==> src/rtl/mem_arbiter.sv <==
// Arbitrates NUM_REQ requesters onto a single-port memory, one transaction at a time.
// Default arbitration is round-robin. Defining MEM_ARB_FIXED_PRIO_EN selects fixed priority (lowest index wins).
module mem_arbiter #(
  parameter int NUM_REQ    = 2,
  parameter int AW         = 5,
  parameter int DW         = 8,
  parameter int MEM_RD_LAT = 1
) (
  input  logic                  clk,
  input  logic                  rst_n,
  input  logic [NUM_REQ-1:0]    req,
  input  logic [NUM_REQ-1:0]    req_we,
  input  logic [NUM_REQ*AW-1:0] req_addr,
  input  logic [NUM_REQ*DW-1:0] req_wdata,
  output logic [NUM_REQ-1:0]    gnt,
  output logic [NUM_REQ-1:0]    done,
  output logic [DW-1:0]         rdata,
  output logic                  busy,
  output logic                  mem_read,
  output logic                  mem_write,
  output logic [AW-1:0]         mem_addr,
  output logic [DW-1:0]         mem_data_in,
  input  logic [DW-1:0]         mem_data_out
);

  localparam int IW = (NUM_REQ > 1) ? $clog2(NUM_REQ) : 1;
  localparam int CW = 3;

  typedef enum logic [1:0] {IDLE, ISSUE, RDWAIT, DONE} state_t;

  state_t               state_q, state_d;
  logic [IW-1:0]        rrPtr_q, rrPtr_d;
  logic [CW-1:0]        latCnt_q, latCnt_d;
  logic [IW-1:0]        winIdx_q, winIdx_d;
  logic [NUM_REQ-1:0]   gnt_q, gnt_d;
  logic [NUM_REQ-1:0]   done_q, done_d;
  logic [DW-1:0]        rdata_q, rdata_d;
  logic                 busy_q, busy_d;
  logic                 memRead_q, memRead_d;
  logic                 memWrite_q, memWrite_d;
  logic [AW-1:0]        memAddr_q, memAddr_d;
  logic [DW-1:0]        memDataIn_q, memDataIn_d;

  logic                 anyReq;
  logic [IW-1:0]        winSel;
  int                   searchStart;
  int                   idx;

  // Winner search: first requesting index at or after the start point, wrapping around.
  always_comb begin
    anyReq = 1'b0;
    winSel = '0;
    idx    = 0;
`ifdef MEM_ARB_FIXED_PRIO_EN
    searchStart = 0;
`else
    searchStart = int'(rrPtr_q);
`endif
    for (int k = 0; k < NUM_REQ; k++) begin
      if (!anyReq) begin
        idx = searchStart + k;
        if (idx >= NUM_REQ) idx = idx - NUM_REQ;
        if (req[idx]) begin
          anyReq = 1'b1;
          winSel = IW'(idx);
        end
      end
    end
  end

  // Outputs are computed one cycle ahead so that they are all registered.
  always_comb begin
    state_d     = state_q;
    rrPtr_d     = rrPtr_q;
    latCnt_d    = latCnt_q;
    winIdx_d    = winIdx_q;
    gnt_d       = '0;
    done_d      = '0;
    rdata_d     = rdata_q;
    memRead_d   = 1'b0;
    memWrite_d  = 1'b0;
    memAddr_d   = memAddr_q;
    memDataIn_d = memDataIn_q;

    case (state_q)
      IDLE: begin
        if (anyReq) begin
          winIdx_d       = winSel;
          gnt_d[winSel]  = 1'b1;
          memAddr_d      = req_addr[winSel*AW +: AW];
          memDataIn_d    = req_wdata[winSel*DW +: DW];
          if (req_we[winSel]) begin
            memWrite_d     = 1'b1;
            done_d[winSel] = 1'b1;
          end else begin
            memRead_d = 1'b1;
          end
`ifndef MEM_ARB_FIXED_PRIO_EN
          if (winSel == IW'(NUM_REQ-1)) rrPtr_d = '0;
          else                          rrPtr_d = winSel + 1'b1;
`endif
          state_d = ISSUE;
        end
      end
      ISSUE: begin
        if (memWrite_q) begin
          state_d = IDLE;
        end else begin
          latCnt_d = CW'(MEM_RD_LAT);
          state_d  = RDWAIT;
        end
      end
      RDWAIT: begin
        latCnt_d = latCnt_q - 1'b1;
        if (latCnt_q == CW'(1)) begin
          rdata_d          = mem_data_out;
          done_d[winIdx_q] = 1'b1;
          state_d          = DONE;
        end
      end
      DONE: begin
        state_d = IDLE;
      end
      default: begin
        state_d = IDLE;
      end
    endcase

    busy_d = (state_d != IDLE);
  end

  always_ff @(posedge clk or negedge rst_n) begin
    if (!rst_n) begin
      state_q     <= IDLE;
      rrPtr_q     <= '0;
      latCnt_q    <= '0;
      winIdx_q    <= '0;
      gnt_q       <= '0;
      done_q      <= '0;
      rdata_q     <= '0;
      busy_q      <= 1'b0;
      memRead_q   <= 1'b0;
      memWrite_q  <= 1'b0;
      memAddr_q   <= '0;
      memDataIn_q <= '0;
    end else begin
      state_q     <= state_d;
      rrPtr_q     <= rrPtr_d;
      latCnt_q    <= latCnt_d;
      winIdx_q    <= winIdx_d;
      gnt_q       <= gnt_d;
      done_q      <= done_d;
      rdata_q     <= rdata_d;
      busy_q      <= busy_d;
      memRead_q   <= memRead_d;
      memWrite_q  <= memWrite_d;
      memAddr_q   <= memAddr_d;
      memDataIn_q <= memDataIn_d;
    end
  end

  assign gnt         = gnt_q;
  assign done        = done_q;
  assign rdata       = rdata_q;
  assign busy        = busy_q;
  assign mem_read    = memRead_q;
  assign mem_write   = memWrite_q;
  assign mem_addr    = memAddr_q;
  assign mem_data_in = memDataIn_q;

endmodule

==> config.mk <==
export PLATFORM = sky130hd
export DESIGN_NAME = mem_arbiter
export DESIGN_NICKNAME = d
export VERILOG_FILES = /design/src/rtl/mem_arbiter.sv
export SDC_FILE = /design/constraint.sdc
export NUM_CORES = 1
export LEC_CHECK = 0
export BUFFER_PORTS_ARGS = -buffer_cell sky130_fd_sc_hd__buf_2
export CORE_MARGIN = 2
export CORE_UTILIZATION = 45
export CTS_BUF_LIST = sky130_fd_sc_hd__clkbuf_4
export CTS_CLUSTER_DIAMETER = 200
export DETAILED_ROUTE_END_ITERATION = 8
export HOLD_SLACK_MARGIN = 0.1
export PLACE_DENSITY = 0.76
export SYNTH_ARGS = -nofsm -noshare
export SYNTH_HDL_FRONTEND = slang
export SYNTH_SLANG_ARGS = --single-unit
export TNS_END_PERCENT = 1
==> constraint.sdc <==
create_clock -name clk -period 1.61 [get_ports clk]
set_input_delay 0.0805 -clock clk [delete_from_list [all_inputs] [get_ports clk]]
set_output_delay 0.0805 -clock clk [all_outputs]
set_load 0.02 [all_outputs]
==> run metrics <==
Slew Limit Fails=0; Clock Sinks=35; Achievable Freq=659 MHz; Area contributors post-synth=dfrtp_1 56%, and4_1 5.0%, mux2_2 5.0%; RSZ-0062 raised after global routing=false; most frequent cells in the layout=67 x buf_2, 35 x dfrtp_1, 21 x dlygate4sd3_1; global-route wire length before repair=6630 microns; syn avg cell area=12.7 sq um; die area=3970 sq um; Worst R2R Start=state_q[1]; H-tree levels=2; layout cells sized above 1=46.1%; area delta synth->final=45.3%; vias in the first global route=1468; Root Driver=clkbuf_4; Site Rows=21; final WL=4060 microns; Synth Register Bits=35; Die Ht=63.0 microns; Syn Nets=165; CP Capture Point=rdata[5]; fin util=68.2%; total number of vias=1418; # setup viols final=0; CTS tree=built; setup TNS=0 ns; pre-CTS setup slack=0.0892 ns; worst-case reg-to-reg path depth=4; P per Cell Area=1880 nW/um^2; mean number of vias per cell=5.35; Min Hold Slack=0.113 ns; post-synth top area cell=dfrtp_1; cells after synthesis=123; gpl congestion=0.770; Design Area, Final=2270 sq um; postcts setup bufs=0; Synth Cell Area=1570 sq um; worst skew pair latency=0.33 ns; Clock Skews=0.00620 ns; Seq/Total Area, Yosys=56.0%; final worst-path setup slack=0.0936 ns; CTS buffer count=5; critical path class=flop to flop; placed standard-cell area=1970 sq um; worst slew pin tran=0.740 ns; area of the multi-input gates=639 sq um; Reg area=876 sq um; non-filler cells, final=265; Initial Util=46.9%; synth warn=0; worst path required time=1.83 ns; DR WL/cell=15.3 microns; antenna-violating nets left=0; Hold Path Class=primary input to flop; outcome=completed; Antenna diodes=0; max cap viols=0; Leak Pwr=1.12 nW; crit path DAT=1.74 ns; leading cell type in the layout, fill and taps excluded=buf_2; minimum clock period=1.52 ns; Rel. slew slack=50.7%; first drt pass iteration count=4; worst-path maximum fanout=8; Final Hold Viols=0; pin count of the biggest net entering global routing=36; worst reg2reg setup slack=0.09 ns; Design Power=4.27 mW; CTS max path bufs=2; reg-to-reg endpoint=rdata[5]; peak supply drop=0.00119 V; top-area cell type share of the netlist area=56.0%; initial antenna violation count=0; CP endpoint kind=flop; # IOs=68; die width=63.0 microns; Core Box Area=3340 sq um; layout filler cell count=251; Critical Path Start Type=flop; Initial DRC Count=44; period utilization=94.2%; GRT overflow=0; post-synth cell types=38; Crit. Startpoint=state_q[1]; clock-pin slew on the worst setup and hold paths=0.11 ns; gr usage total=21.1%; placed insts=236; fin nets=260; # DRC=0; buffers added on ports=67; post-DP HPWL=2780 microns
cell usage after synthesis (all sizes together):
master and instances:
a211o 1, nor2 2, mux2 8, nor3 1, a21o 2, nand2 5, o22a 4, inv 5
a221o 9, a211oi 1, a221oi 1, o21ai 3, and4 9, and2b 1, or3 1, or2 1
and3 1, ha 2, o2bb2ai 1, nor3b 1, a21oi 6, nand3 1, nor2b 1, clkbuf 3
o221ai 4, a21boi 4, a311oi 1, nand2b 3, a22o 1, dfrtp 35, buf 4, nand3b 1
power breakdown:
part	switching [mW]	total [mW]	internal [mW]
Clock	0.292	0.619	0.327
Combinational	1.16	2.09	0.934
Sequential	0.268	1.56	1.29
Total	1.72	4.27	2.55
worst max-delay path: stages (launching register included):
cell	delay (ns)
dfrtp_1	0.48
nand2b_1	0.17
nor3b_4	0.26
buf_6	0.17
mux2_2	0.34
logic make-up after synthesis:
logic type | synth area share (%)
adder cells (fa/ha/maj) | 1.60
multiplexers | 5.76
buffers and inverters | 4.00
AND/OR/NAND/NOR | 12.3
AO/OA/AOI/OAI | 20.4
flip-flops | 56.0
metal layers:
layer	global-route usage, %	routed length [microns]
met1	23.8	1620
met4	6.67	19
met3	5.59	289
met5	0	0
met2	38.3	2130
flip-flops by register name, indices dropped and copies added, names as in the netlist:
register     cells
mem_data_in      8
rdata            8
mem_addr         5
latCnt_q         3
done             2
gnt              2
state_q          2
busy             1
mem_read         1
mem_write        1
rrPtr_q          1
winIdx_q         1
how the worst min path moves through the flow:
stage / from / endpoint / slack (ns) / cells past startpoint
floorplan: rst_n / busy / -0.22 / 0
global placement: rst_n / latCnt_q[0] / 0.18 / 1
detailed placement: rst_n / done[0] / 0.19 / 1
CTS: req_wdata[13] / mem_data_in[5] / 0.11 / 3
global route: req_wdata[13] / mem_data_in[5] / 0.11 / 3
finish: req_wdata[11] / mem_data_in[3] / 0.11 / 3
area by class of cell:
cell class | count | share of cell area [%]
clock buffer | 5 | 1.65
clock inverter | 3 | 1.93
inverter | 5 | 0.825
multi-input combinational | 76 | 28.1
sequential | 35 | 38.5
tap | 46 | 2.53
timing repair buffer | 95 | 26.5
repair_timing:
item	CTS	global route
gates resized for setup	0	5
setup endpoints to repair	0	15
hold buffers	21	0
endpoints found under the hold margin	55	0
No activity file was read; power rests on OpenSTA's default activity.
